File: src/rtl/bcd_seg_scanner_if.sv
// ============================================================================
// Module      : bcd_seg_scanner_if
// Description : BCD input and 7-segment drive bundle for bcd_seg_scanner.
// Revision    : 1.0 - initial release
// ============================================================================
`default_nettype none

interface bcd_seg_scanner_if;
    logic        en;
    logic [11:0] bcd;
    logic        blank_lz;
    logic [6:0]  seg;
    logic [2:0]  an;
    logic        frame_done;

    modport master (
        output en, bcd, blank_lz,
        input  seg, an, frame_done
    );

    modport slave (
        input  en, bcd, blank_lz,
        output seg, an, frame_done
    );
endinterface

`default_nettype wire

File: src/rtl/bcd_seg_scanner.sv
// ============================================================================
// Module      : bcd_seg_scanner
// Description : Frame-snapshotted 3-digit multiplexed 7-segment driver with
//               inter-digit blanking gap and optional leading-zero blanking.
// Revision    : 1.0 - initial release
// ============================================================================
`default_nettype none

module bcd_seg_scanner #(
    parameter int REFRESH_DIV = 1000,
    parameter int GAP_CYCLES  = 2,
    parameter int ACTIVE_LOW  = 1
) (
    input  wire logic        clk,
    input  wire logic        rst,
    bcd_seg_scanner_if.slave bus
);

    localparam int c_CNT_MAX  = (REFRESH_DIV > GAP_CYCLES) ? REFRESH_DIV : GAP_CYCLES;
    localparam int c_CW       = (c_CNT_MAX > 1) ? $clog2(c_CNT_MAX) : 1;
    localparam int c_GAP_LAST = (GAP_CYCLES > 0) ? GAP_CYCLES - 1 : 0;
    localparam logic [c_CW-1:0] c_REF_END = c_CW'(REFRESH_DIV - 1);
    localparam logic [c_CW-1:0] c_GAP_END = c_CW'(c_GAP_LAST);
    localparam logic            c_INV     = (ACTIVE_LOW != 0);
    localparam logic [6:0]      c_SEG_OFF = {7{c_INV}};
    localparam logic [2:0]      c_AN_OFF  = {3{c_INV}};

    typedef enum logic [1:0] {
        S_IDLE = 2'd0,
        S_ON   = 2'd1,
        S_GAP  = 2'd2
    } state_t;

    state_t           r_state, w_state_nxt;
    logic [1:0]       r_idx, w_idx_nxt;
    logic [c_CW-1:0]  r_cnt, w_cnt_nxt;
    logic [11:0]      r_snap, w_snap_nxt;
    logic             r_blz, w_blz_nxt;
    logic             w_fd_nxt;
    logic             w_adv;
    logic [3:0]       w_nib;
    logic             w_blank;
    logic [6:0]       w_seg_hi;
    logic [2:0]       w_an_hi;
    logic [6:0]       r_seg;
    logic [2:0]       r_an;
    logic             r_fd;

    function automatic logic [6:0] f_decode(input logic [3:0] d);
        case (d)
            4'd0:    f_decode = 7'h3F;
            4'd1:    f_decode = 7'h06;
            4'd2:    f_decode = 7'h5B;
            4'd3:    f_decode = 7'h4F;
            4'd4:    f_decode = 7'h66;
            4'd5:    f_decode = 7'h6D;
            4'd6:    f_decode = 7'h7D;
            4'd7:    f_decode = 7'h07;
            4'd8:    f_decode = 7'h7F;
            4'd9:    f_decode = 7'h6F;
            default: f_decode = 7'h40;
        endcase
    endfunction

    always_comb begin
        w_state_nxt = r_state;
        w_idx_nxt   = r_idx;
        w_cnt_nxt   = r_cnt;
        w_snap_nxt  = r_snap;
        w_blz_nxt   = r_blz;
        w_fd_nxt    = 1'b0;
        w_adv       = 1'b0;
        if (!bus.en) begin
            w_state_nxt = S_IDLE;
            w_idx_nxt   = 2'd0;
            w_cnt_nxt   = '0;
        end else begin
            case (r_state)
                S_IDLE: begin
                    w_state_nxt = S_ON;
                    w_idx_nxt   = 2'd0;
                    w_cnt_nxt   = '0;
                    w_snap_nxt  = bus.bcd;
                    w_blz_nxt   = bus.blank_lz;
                end
                S_ON: begin
                    if (r_cnt == c_REF_END) begin
                        w_cnt_nxt = '0;
                        if (GAP_CYCLES > 0) w_state_nxt = S_GAP;
                        else                w_adv       = 1'b1;
                    end else begin
                        w_cnt_nxt = r_cnt + 1'b1;
                    end
                end
                S_GAP: begin
                    if (r_cnt == c_GAP_END) begin
                        w_cnt_nxt = '0;
                        w_adv     = 1'b1;
                    end else begin
                        w_cnt_nxt = r_cnt + 1'b1;
                    end
                end
                default: begin
                    w_state_nxt = S_IDLE;
                    w_idx_nxt   = 2'd0;
                    w_cnt_nxt   = '0;
                end
            endcase
            // Leaving the last digit closes the frame and takes a new snapshot.
            if (w_adv) begin
                w_state_nxt = S_ON;
                if (r_idx == 2'd2) begin
                    w_idx_nxt  = 2'd0;
                    w_fd_nxt   = 1'b1;
                    w_snap_nxt = bus.bcd;
                    w_blz_nxt  = bus.blank_lz;
                end else begin
                    w_idx_nxt = r_idx + 2'd1;
                end
            end
        end
    end

    // Outputs are derived from next-state values so they move with the state.
    always_comb begin
        w_nib   = w_snap_nxt[3:0];
        w_blank = 1'b0;
        w_an_hi = 3'b001;
        case (w_idx_nxt)
            2'd1: begin
                w_nib   = w_snap_nxt[7:4];
                w_blank = w_blz_nxt && (w_snap_nxt[11:8] == 4'd0) && (w_snap_nxt[7:4] == 4'd0);
                w_an_hi = 3'b010;
            end
            2'd2: begin
                w_nib   = w_snap_nxt[11:8];
                w_blank = w_blz_nxt && (w_snap_nxt[11:8] == 4'd0);
                w_an_hi = 3'b100;
            end
            default: ;
        endcase
        w_seg_hi = f_decode(w_nib);
        if ((w_state_nxt != S_ON) || w_blank) begin
            w_seg_hi = 7'h00;
            w_an_hi  = 3'b000;
        end
    end

    always_ff @(posedge clk or posedge rst) begin
        if (rst) begin
            r_state <= S_IDLE;
            r_idx   <= 2'd0;
            r_cnt   <= '0;
            r_snap  <= 12'h000;
            r_blz   <= 1'b0;
            r_fd    <= 1'b0;
            r_seg   <= c_SEG_OFF;
            r_an    <= c_AN_OFF;
        end else begin
            r_state <= w_state_nxt;
            r_idx   <= w_idx_nxt;
            r_cnt   <= w_cnt_nxt;
            r_snap  <= w_snap_nxt;
            r_blz   <= w_blz_nxt;
            r_fd    <= w_fd_nxt;
            r_seg   <= w_seg_hi ^ c_SEG_OFF;
            r_an    <= w_an_hi ^ c_AN_OFF;
        end
    end

    assign bus.seg        = r_seg;
    assign bus.an         = r_an;
    assign bus.frame_done = r_fd;

endmodule

`default_nettype wire

File: src/flat_wrapper.sv
// flat-port wrapper written by rule: the top's interface ports become plain ports
module bcd_seg_scanner_flat 
#(
    parameter int REFRESH_DIV = 1000,
    parameter int GAP_CYCLES  = 2,
    parameter int ACTIVE_LOW  = 1
)
  (clk, rst, bus_en, bus_bcd, bus_blank_lz, bus_seg, bus_an, bus_frame_done);
  bcd_seg_scanner_if bus_i ();
  input  wire logic clk;
  input  wire logic rst;
  input wire logic [$bits(bus_i.en)-1:0] bus_en;
  input wire logic [$bits(bus_i.bcd)-1:0] bus_bcd;
  input wire logic [$bits(bus_i.blank_lz)-1:0] bus_blank_lz;
  output wire logic [$bits(bus_i.seg)-1:0] bus_seg;
  output wire logic [$bits(bus_i.an)-1:0] bus_an;
  output wire logic [$bits(bus_i.frame_done)-1:0] bus_frame_done;
  assign bus_i.en = bus_en;
  assign bus_i.bcd = bus_bcd;
  assign bus_i.blank_lz = bus_blank_lz;
  assign bus_seg = bus_i.seg;
  assign bus_an = bus_i.an;
  assign bus_frame_done = bus_i.frame_done;
  bcd_seg_scanner #(.REFRESH_DIV(REFRESH_DIV), .GAP_CYCLES(GAP_CYCLES), .ACTIVE_LOW(ACTIVE_LOW)) u_core (.clk(clk), .rst(rst), .bus(bus_i));
endmodule
File: config.mk
export PLATFORM = sky130hd
export DESIGN_NAME = bcd_seg_scanner_flat
export DESIGN_NICKNAME = d
export VERILOG_FILES = /design/src/rtl/bcd_seg_scanner_if.sv /design/src/rtl/bcd_seg_scanner.sv /design/src/flat_wrapper.sv
export SDC_FILE = /design/constraint.sdc
export NUM_CORES = 1
export LEC_CHECK = 0
export ABC_AREA = 1
export BUFFER_PORTS_ARGS = -buffer_cell sky130_fd_sc_hd__buf_2
export CAP_MARGIN = 40
export CORE_UTILIZATION = 56
export DETAILED_ROUTE_END_ITERATION = 10
export GPL_ROUTABILITY_DRIVEN = 0
export MAX_ROUTING_LAYER = met4
export PLACE_DENSITY = 0.77
export SETUP_SLACK_MARGIN = 0.15
export SLEW_MARGIN = 0
export SYNTH_ARGS = -nofsm -noshare
export SYNTH_HDL_FRONTEND = slang
export SYNTH_SLANG_ARGS = --single-unit
File: constraint.sdc
create_clock -name clk -period 4.6 [get_ports clk]
set_input_delay 1.38 -clock clk [delete_from_list [all_inputs] [get_ports clk]]
set_output_delay 1.38 -clock clk [all_outputs]
set_load 0.01 [all_outputs]
### After elaboration in Yosys (flattened, before gate mapping)

Memories as Yosys holds them, arrays and structs flattened.
Cells that the tools add are included.
Widths: inputs -> output; s select.

| storage, ports and cells | value |
|---|---|
| word-level logic and storage cells | 59 |
| output and inout port bits | 11 |
| ROM bits | 112 |
| register bits | 38 |
| memories | 1 |

| cells by class | value |
|---|---|
| reduce and logical (&&, ||, !) cells | 7 |
| equal/unequal tests | 8 |
| multiplexer cells | 31 |
| add/subtract/negate cells | 2 |
| bitwise operators | 2 |

Memories:

| name | words | bits a word | rd ports | clocked after memory_dff | write ports | RTL line | text |
|---|---|---|---|---|---|---|---|
| (name not given) | 16 | 7 | 1 | 0 | 0 | bcd_seg_scanner.sv:50 | `case (d)` |

Operator list:

| operator | number |
|---|---|
| $mux 12 | 4 |
| $mux 10 | 3 |
| $pmux 10 s2 | 1 |
| $mux 2 | 7 |
| $add 10x1->10 const B | 1 |
| $eq 10x1->1 const B | 1 |
| $eq 10x10->1 const B | 1 |
| $mux 1 | 10 |
| $logic_not 4->1 | 2 |
| $pmux 4 s2 | 1 |
| $mux 7 | 1 |
| $not 7->7 | 1 |
| $eq 2x2->1 const B | 3 |
| $pmux 2 s3 | 1 |
| $pmux 3 s2 | 1 |
| $eq 2x1->1 const B | 2 |
| $mux 3 | 1 |
| $not 3->3 | 1 |
| $add 2x1->2 const B | 1 |
| $logic_and 1x1->1 | 2 |
| $logic_not 2->1 | 1 |
| $ne 2x1->1 const B | 1 |
| $pmux 1 s2 | 1 |
| $reduce_or 2->1 | 1 |
| $logic_or 1x1->1 | 1 |

### Logic depth before layout (Yosys ltp)

Gate-level depths: netlist (run 1).

| logic depth | value |
|---|---|
| word-level depth | 13 |
| gate-level depth with buffers | 20 |

### Worst setup path after synthesis (run 1)

Ideal clock, no wire load.

| timing | value |
|---|---|
| path type | input-to-reg |
| start point | input port bus_en |
| end point | register u_core.r_seg[3] (netlist: u_core.bus.seg[3]) |
| setup time | 0.064 ns |
| setup slack | 1.381 ns |
| stages | 14 |
| data arrival time | 3.155 ns |
| buffers on the path | 2 |
| path through | buf_4 -> inv_1 -> nor3_1 -> nand3_2 -> nand2_4 -> buf_12 -> mux2_2 -> nand2_1 -> nand2_1 -> inv_1 -> ha_1 -> nand3_1 -> nand3_1 -> nand3_1 |

| between the ends | value |
|---|---|
| elaborated cells on any way between the ends | 17 |
| those cells by class | 3 x eq/ne; 7 x mux; 1 x bitwise; 5 x reduce/logical; 1 x memory |

RTL lines:

| item | RTL line | text |
|---|---|---|
| start: declaration | flat_wrapper.sv:12 | `input wire logic [$bits(bus_i.en)-1:0] bus_en;` |
| $mux 12 | bcd_seg_scanner.sv:73 | `if (!bus.en) begin` |
| named net u_core.w_snap_nxt[0] | bcd_seg_scanner.sv:37 | `logic [11:0] r_snap, w_snap_nxt;` |
| $pmux 4 s2 | bcd_seg_scanner.sv:129 | `case (w_idx_nxt)` |
| $mem_v2 16x7 | - |  |
| $mux 7 | bcd_seg_scanner.sv:143 | `if ((w_state_nxt != S_ON) \|\| w_blank) begin` |
| $not 7->7 (no line) | - |  |
| end signal: assignment | bcd_seg_scanner.sv:157 | `r_seg <= c_SEG_OFF;` |
| end signal: assignment | bcd_seg_scanner.sv:166 | `r_seg <= w_seg_hi ^ c_SEG_OFF;` |
| end: declaration | bcd_seg_scanner.sv:45 | `logic [6:0] r_seg;` |

The timed path passes the listed nets, and every way through them passes these cells.

### Worst setup path after layout (run 1)

Same ends and word-level chain as after synthesis.

==> run metrics, run 1 <==
initial antenna violation count 0; effective utilization at floorplan 59.0%; 1st-iter DRT viols 128; leading cell type in the layout, fill and taps excluded nand2_1; CP Capture Type register; status finished, final reports clean; diode count 0; via/cell ratio 5.05; fin crit period 3350 ps; total number of vias 1665; worst-margin pin slew 550 ps; post-CTS setup buffers 0; clock tree buffer depth 2; mapped cell area 2180 µm²; Total Power 748 µW; post-place instance area 2350 µm²; die area 4140 µm²; setup ws final 1250 ps; vias in the first global route 1542; most frequent cells in the layout 48 x nand2_1, 36 x inv_1, 36 x nand3_1; Slew Viols, Final 0; share of layout cells above drive strength 1 25.5%; core area 3690 µm²; area added between synthesis and finish 12.1%; P_int 542 µW; Synth warnings 0; CTS buffer count 5; clock net sink count 38; fmax 298 MHz; All-Layer GR Usage 23.3%; CP Max Fanout 16; grt total ovfl 0; dpl hpwl 3.01 mm; PwrDens 307 nW/µm²; Post-Syn Instances 251; Crit path required time 4820 ps; Final setup violation count 0; syn avg cell area 8.67 µm²; final hold viol count 0; Max Cap Viol 0; buffers added on ports 26; arrival time worst endpoint 3580 ps; clock root buffer clkbuf_8; Relative slew margins 63.3%; Syn Nets 281; period utilisation layout 72.9%; Worst-Skew Late Latency 290 ps; Die W 64.3 µm; register share of total power 50.2%; Routed Wire Length 3.87 mm; H-Tree Depth 2; Final nets 311; Wirelength per Cell 11.7 µm; crit start category input port; Lkg Pwr 0.00120 µW; die height 64.3 µm; RSZ-0062 raised after global routing false; Seq cells post-synth 38; Final ANT Viol Nets 0; Post-CTS Hold Fix Bufs 0; WL met3 166 µm; detailed-route DRC error count 0; switch share 27.6%; Core Rows 22; met2 WL 1.68 mm; Reg clk slew, reported paths 60 ps; post-place setup slack 987 ps; num ports 27; Highest Signal Layer met4; Peak VDD IR 0.225 mV; Final TNS setup 0 ps; HP Class reg2reg; Setup Skew 11.2 ps; DRT Pass-1 Iters 4; kind of critical path in2reg; PostCTS Resize Cnt 0; CTS tree built; post-route cell area 2440 µm²; first-pass GRT wire length 7.00 mm; Clk network pwr share 30.8%; hold slack final 496 ps; met1 wire length 1.91 mm; sequential area share after synthesis 44.3%; largest net degree at the start of global routing 17; Psw 206 µW; Cell variety after synth 36; Gate power share 18.9%
## worst max-delay path, stage by stage
cell	delay, ps
buf_2	140
inv_1	80
nor3_1	200
nand3_2	290
nand2_4	280
mux2_2	370
nand2_1	60
nand2_1	110
inv_1	130
ha_1	240
nand3_1	110
nand3_1	90
nand3_1	90
## cell usage after synthesis (all sizes together)
| cell type | n | area, µm² |
|---|---|---|
| a211oi | 1 | 7.51 |
| a21oi | 5 | 36.3 |
| a22o | 1 | 8.76 |
| buf | 5 | 53.8 |
| dfrtp | 28 | 701 |
| dfstp | 10 | 263 |
| ha | 14 | 175 |
| inv | 38 | 143 |
| mux2 | 1 | 11.3 |
| nand2 | 58 | 258 |
| nand3 | 41 | 230 |
| nand3b | 2 | 15.0 |
| nand4 | 2 | 12.5 |
| nor2 | 23 | 104 |
| nor3 | 3 | 15.0 |
| nor3b | 2 | 15.0 |
| nor4 | 1 | 12.5 |
| o211ai | 4 | 35.0 |
| o21a | 1 | 7.51 |
| o21ai | 7 | 38.8 |
| o21bai | 1 | 7.51 |
| xnor2 | 2 | 17.5 |
| xor2 | 1 | 8.76 |
## path summary, 6_finish.rpt
kind | start | end | slack [ps] | depth (start not counted)
worst min register to register | u_core.r_cnt[0] | u_core.r_cnt[0] | 500 | 1
worst max-delay path | bus_en | u_core.bus.seg[3] | 1250 | 13
worst min-delay path | u_core.r_cnt[0] | u_core.r_cnt[0] | 500 | 1
worst max register to register | u_core.r_cnt[1] | u_core.bus.seg[3] | 1460 | 16
max in group asynchronous | rst | u_core.r_idx[0] | 2780 | 4
min in group asynchronous | rst | u_core.r_snap[0] | 1130 | 2
## metrics by stage
stage	utilization, %	cells
after floorplan	-	251
after global placement	62.9	321
after detailed placement	63.6	322
after CTS	66.1	330
after global routing	66.1	330
final	66.1	330
## layout make-up
type	instances	area, µm²
multi-input cells	170	1020
inverters	38	143
clock inverters	1	5.00
flip-flops and latches	38	963
fillers	320	1250
repair buffers	28	165
clock buffers	7	86.3
well taps	48	60.1
## registers in the layout (all words and copies together), names as in the netlist
name                   count
u_core.r_cnt              10
u_core.bus.seg             7
u_core.r_snap             12
u_core.bus.an              3
u_core.r_blz               1
u_core.r_state             2
u_core.bus.frame_done      1
u_core.r_idx               2
## kinds of logic (layout without fill, tap and decap cells)
group                      after synthesis  in the layout  share of synthesized area [%]
DFF                                     38             38                           44.3
buffers and inverters                   43             74                           9.03
AOI/OAI and AO/OA                       20             20                           6.50
adders and majority gates               14             14                           8.05
muxes                                    1              1                          0.518
and+or+nand+nor                        132            132                           30.4
xor gates and xnor gates                 3              3                           1.21
## power by group through the flow
stage	sequential (µW)	combinational, µW	clock [µW]
floorplan	387	101	0
global placement	382	137	0
detailed placement	382	142	0
CTS	376	143	238
global route	379	163	252
finish	376	141	231
## layer usage
metal | global-route usage, % | up-vias
li1 | - | 863
met1 | 30.8 | 749
met2 | 33.3 | 41
met3 | 6.07 | 12
met4 | 11.1 | 0
met5 | - | -
Note: power is estimated with default switching activity, not from simulation.
==> run 2, diff against run 1 <==
Clock period 4.6 ns to 3.5 ns, I/O delays scaled along.
==> run 2 against run 1 <==
Net effect:
- sequential share of layout area down 0.20 points
- non-clock buffer count grew 1
- largest cell class unchanged
- critical path depth is 2 higher
- count of clock-buffer cells in the layout down 2
- clock power rose by 61%
- flip-flop and latch count stayed put
- first-iteration DRC count decreased by 44%
- critical endpoint unchanged
==> run metrics, run 2 (synthesized netlist as in run 1, its figures left out) <==
dpl hpwl 2.87 mm (-4.6%); H-Tree Depth 2 (unchanged); WP buf/inv 3 (unchanged); Reg clk slew, reported paths 80 ps (+20 ps); leading cell type in the layout, fill and taps excluded nand2_1; initial antenna violation count 0 (unchanged); R2R setup slack 400 ps (-1060 ps); worst-margin pin slew 462 ps (-88.1 ps); Final ANT Viol Nets 0 (unchanged); critical-path cell list nor2_2 > inv_1 > nor4_2 > nand4_1 > o211ai_1 > buf_4 > ha_1 > a22o_1 > nand2_1 > nand2_1 > inv_1 > ha_1 > nand3_1 > nand3_1 > nand3_1; most frequent cells in the layout 48 x nand2_1, 36 x nand3_1, 35 x inv_1; Core Rows 22 (unchanged); HP Class reg2reg; hold wc startpoint u_core.r_cnt[0]; total number of vias 1639 (-1.6%); Final Non-Filler Cells 331 (+0.30%); PwrDens 428 nW/µm² (+39%); Crit path top cell by count nand3_1; CTS tree built; kind of critical path reg2reg; largest net degree at the start of global routing 39 (+22); grt total ovfl 0 (unchanged); clock root buffer clkbuf_8; fin crit period 3100 ps; die area 4140 µm² (unchanged); Largest register FFs 12 (unchanged); final hold viol count 0 (unchanged); area added between synthesis and finish 12.7%; post-place setup slack 216 ps (-771 ps); crit start category register; effective utilization at floorplan 59.0% (unchanged); vias in the first global route 1523 (-1.2%); Crit path required time 3700 ps (-1120 ps); Final nets 312 (+0.32%); DP Cell Count 321 (-0.31%); Worst path slowest cell dfrtp_1; Worst-Skew Late Latency 290 ps (about the same); worst reg2reg startpoint u_core.r_cnt[6]; status finished, final reports clean; first-pass GRT wire length 6.82 mm (-2.7%); hold endpoint u_core.r_cnt[0]; clock tree buffer depth 2 (unchanged); Lkg Pwr 0.00120 µW (-0.49%); Routed Wire Length 3.93 mm (+1.6%); CTS buffer count 5 (unchanged); Die W 64.3 µm (unchanged); share of layout cells above drive strength 1 26.9% (+1.3 points); 1st-iter DRT viols 72 (-44%); diode count 0 (unchanged); period utilisation layout 88.6%; die height 64.3 µm (unchanged); fmax 323 MHz; Setup Skew 8.83 ps (-2.36 ps); arrival time worst endpoint 3300 ps (-280 ps); Slew Viols, Final 0 (unchanged); DRT Pass-1 Iters 4 (unchanged); RSZ-0062 raised after global routing false; Top Family by Delay on Critical Path simple AND/OR/NAND/NOR gates; buffers added on ports 26 (unchanged); detailed-route DRC error count 0 (unchanged); hold slack final 499 ps (+3.10 ps); via/cell ratio 4.95 (-1.9%); Final TNS setup 0 ps (unchanged); Relative slew margins 69.2% (+5.9 points); CP Max Fanout 6 (-10); Max Cap Viol 0 (unchanged); CP max stage delay 420 ps (+50 ps); setup ws final 400 ps (-847 ps); clock net sink count 38 (unchanged); Post-CTS Hold Fix Bufs 0 (unchanged); Largest Register u_core.r_snap; Wirelength per Cell 11.9 µm (+1.3%); Peak VDD IR 0.214 mV (-5.1%); R2R cell count 15 (-1); Worst Hold Depth 1 (unchanged); All-Layer GR Usage 22.2% (-1.2 points); reg2reg end u_core.bus.seg[3]; CP Capture Type register; num ports 27 (unchanged); final core occ 66.5% (+0.34 points); Final setup violation count 0 (unchanged); core area 3690 µm² (unchanged)
[run 2: cell count changes in the layout (fill, tap and decap cells not counted)]
| cell | previous run | this run |
|---|---|---|
| clkbuf_8 | 6 | 5 |
| buf_16 | 1 | 0 |
| ha_1 | 14 | 13 |
| ha_2 | 0 | 1 |
| buf_4 | 1 | 3 |
| inv_2 | 2 | 3 |
| clkinv_2 | 1 | 0 |
| clkinvlp_4 | 0 | 2 |
| inv_1 | 36 | 35 |
| clkbuf_1 | 1 | 0 |
| bufinv_16 | 0 | 1 |
[run 2: where the power goes]
group	total, µW	leakage (µW)	internal (µW)	switching (µW)
Sequential	494	0.000470	484	10.3
Clock	372	0.0000504	212	160
Combinational	183	0.000677	67.0	116
Total	1050	0.00120	763	287
[run 2: routing by layer]
layer | GRT usage (%) | share of wire [%] | up-vias
li1 | - | - | 866
met1 | 31.7 | 51 | 735
met2 | 31.6 | 44 | 32
met3 | 4.46 | 3.3 | 6
met4 | 6.94 | 1.3 | 0
met5 | - | 0 | -
[run 2: area by class of cell]
type                            instances  area (µm²)
Multi-Input combinational cell        170        1020
Clock inverter                          3        45.0
Sequential cell                        38         963
Inverter                               38         143
Clock buffer                            5        68.8
Timing Repair Buffer                   29         153
Fill cell                             316        1240
Tap cell                               48        60.1
[run 2: worst max-delay path by stage]
stage	end	from	cells past startpoint	slack, ps
finish	u_core.bus.seg[3]	u_core.r_cnt[6]	15	400
CTS	u_core.bus.seg[3]	u_core.r_cnt[6]	15	330
detailed placement	u_core.bus.seg[3]	bus_en	13	220
floorplan	u_core.bus.seg[3]	bus_en	14	610
global placement	u_core.bus.seg[3]	bus_en	13	330
global route	u_core.bus.seg[5]	u_core.r_cnt[6]	16	190
[run 2: through the flow]
stage                     total power [µW]  cell area, µm²
after floorplan                        641            2180
after global placement                 683            2320
after detailed placement               684            2320
after CTS                             1050            2430
after global routing                  1110            2450
final                                 1050            2450
[run 2: worst register-to-register path: stages (launching register included)]
cell,delay [ps]
dfrtp_1,420
nor2_2,170
inv_1,80
nor4_2,220
nand4_1,290
o211ai_1,340
buf_4,160
ha_1,300
a22o_1,180
nand2_1,60
nand2_1,130
inv_1,100
ha_1,290
nand3_1,90
nand3_1,100
nand3_1,70
[run 2: what timing repair did]
action                                  CTS  global route
setup buffers                             0             2
endpoints found under the setup margin    0             7
resized for setup                         0             2
==> run 3, diff against run 2 <==
Settings changed: BUFFER_PORTS_ARGS -buffer_cell sky130_fd_sc_hd__buf_2 to -buffer_cell sky130_fd_sc_hd__clkbuf_2.
==> run 3 against run 2 <==
Net effect:
- worst setup slack worse by 2.6 ps
- worst hold slack better by 4.8 ps
- sequential power about the same
- clock power down 3%
- power down 1.0%
- cell area up 0.51%
- non-clock buffer count up 3
- core utilization up 0.34 points
- count of clock-buffer cells in the layout up 2
- register-to-register slack about the same
- cell count up 0.91%
- fmax about the same
==> run metrics, run 3 (synthesized netlist as in run 1, its figures left out) <==
status finished, final reports clean; area of the multi-input gates 1020 µm² (-0.25%); Relative slew margins 68.6% (-0.64 points); Fill cells 314 (-0.63%); R2R setup slack 400 ps (about the same); All-Layer GR Usage 23.0% (+0.80 points); core area 3690 µm² (unchanged); Crit path top cell by count nand3_1; Final ANT Viol Nets 0 (unchanged); detailed-route DRC error count 0 (unchanged); CP max stage delay 400 ps (-20 ps); Wirelength per Cell 12.2 µm (+2.6%); Largest Register u_core.r_snap; Final nets 315 (+0.96%); HP Class reg2reg; Peak VDD IR 0.251 mV (+18%); final hold viol count 0 (unchanged); largest net degree at the start of global routing 39 (unchanged); CP Max Fanout 6 (unchanged); effective utilization at floorplan 59.0% (unchanged); share of layout cells above drive strength 1 26.6% (-0.28 points); Final setup violation count 0 (unchanged); clock root buffer clkbuf_8; PwrDens 422 nW/µm² (-1.5%); total number of vias 1703 (+3.9%); crit start category register; leading cell type in the layout, fill and taps excluded nand2_1; die area 4140 µm² (unchanged); vias in the first global route 1593 (+4.6%); arrival time worst endpoint 3320 ps (+20 ps); diode count 0 (unchanged); buffers added on ports 26 (unchanged); DRT Pass-1 Iters 4 (unchanged); die height 64.3 µm (unchanged); Final TNS setup 0 ps (unchanged); most frequent cells in the layout 48 x nand2_1, 36 x nand3_1, 35 x inv_1; dpl hpwl 2.96 mm (+3.1%); CP Capture Type register; first-pass GRT wire length 7.07 mm (+3.7%); 1st-iter DRT viols 92 (+28%); via/cell ratio 5.10 (+3.0%); grt total ovfl 0 (unchanged); met3 usage 5.00% (+0.54 points); RSZ-0062 raised after global routing false; clock tree buffer depth 2 (unchanged); Routed Wire Length 4.07 mm (+3.6%); Crit path required time 3720 ps (+20 ps); clock net sink count 38 (unchanged); initial antenna violation count 0 (unchanged); kind of critical path reg2reg; area added between synthesis and finish 13.2%; Lkg Pwr 0.00123 µW (+2.3%); fin crit period 3100 ps (+2.58 ps); Worst path slowest cell dfrtp_1; critical-path cell list inv_1 > ha_1 > nand3_1 > nor4_2 > nand4_1 > buf_4 > o211ai_1 > inv_1 > ha_1 > a22o_1 > nand2_1 > nand2_1 > inv_1 > ha_1 > nand3_1 > nand3_1 > nand3_1; setup ws final 398 ps (-2.58 ps); period utilisation layout 88.6% (about the same); met2 GRT Util 35.1% (+3.6 points); CTS buffer count 5 (unchanged); Setup Skew 8.71 ps (-0.127 ps); worst-margin pin slew 470 ps (+8.43 ps); Reg area 963 µm² (unchanged); M1 GR Usage 29.9% (-1.7 points); post-place setup slack 349 ps (+133 ps); CTS tree built; H-Tree Depth 2 (unchanged); Max Cap Viol 0 (unchanged); Largest register FFs 12 (unchanged); fmax 322 MHz (about the same); Worst-Skew Late Latency 290 ps (about the same); most used routing layer met2; hold slack final 504 ps (+4.78 ps); Reg clk slew, reported paths 70 ps (about the same); Slew Viols, Final 0 (unchanged); Die W 64.3 µm (unchanged); Core Rows 22 (unchanged); num ports 27 (unchanged)
run 3: cell count changes in the layout (fill, tap and decap cells not counted), sizes merged:
cell / before / now
buf: 29 / 6
clkinvlp: 2 / 0
clkbuf: 5 / 33
run 3: what timing repair did:
item / CTS / global route
resized for setup: 0 / 1
endpoints found under the setup margin: 0 / 4
hold buffers: 0 / 0
setup buffers: 0 / 4
run 3: path summary, 6_finish.rpt:
path	startpoint	to	cells past startpoint
worst max-delay path	u_core.r_cnt[1]	u_core.bus.seg[3]	17
worst min-delay path	u_core.r_snap[0]	u_core.r_snap[0]	1
worst max register to register	u_core.r_cnt[1]	u_core.bus.seg[3]	17
worst min register to register	u_core.r_snap[0]	u_core.r_snap[0]	1
max in group asynchronous	rst	u_core.bus.seg[5]	3
min in group asynchronous	rst	u_core.r_cnt[5]	3
run 3: worst max-delay path: cells and delay by family, from the launching register on:
family          cells  cell delay [ps]
simple gates        8              980
flops               1              400
compound gates      2              420
fa+ha+maj           3              710
buf+inv             4              520
run 3: layer usage:
layer / share of wire, % / up-vias
met5: 0 / -
met3: 5.9 / 4
met1: 46 / 773
met2: 47 / 55
li1: - / 871
met4: 0.98 / 0
run 3: area by class of cell:
class | instances | share of cell area (%)
Clock buffer | 7 | 3.10
Clock inverter | 1 | 1.22
Inverter | 38 | 5.79
Multi-Input combinational cell | 170 | 41.2
Sequential cell | 38 | 39.1
Tap cell | 48 | 2.44
Timing Repair Buffer | 32 | 7.11
run 3: power breakdown:
part / internal [µW] / switching (µW) / leakage, µW
clock network: 213 / 147 / 0.0000524
logic: 66.6 / 117 / 0.000703
registers: 484 / 10.7 / 0.000470
total: 764 / 275 / 0.00123
run 3: metrics by stage:
step / std cells / utilization [%] / area, µm² / total power (µW)
finish: 334 / 66.8 / 2460 / 1040
detailed placement: 322 / 63.1 / 2330 / 687
global route: 334 / 66.8 / 2460 / 1090
global placement: 322 / 63.1 / 2330 / 683
floorplan: 251 / - / 2180 / 641
CTS: 330 / 66.0 / 2430 / 1050
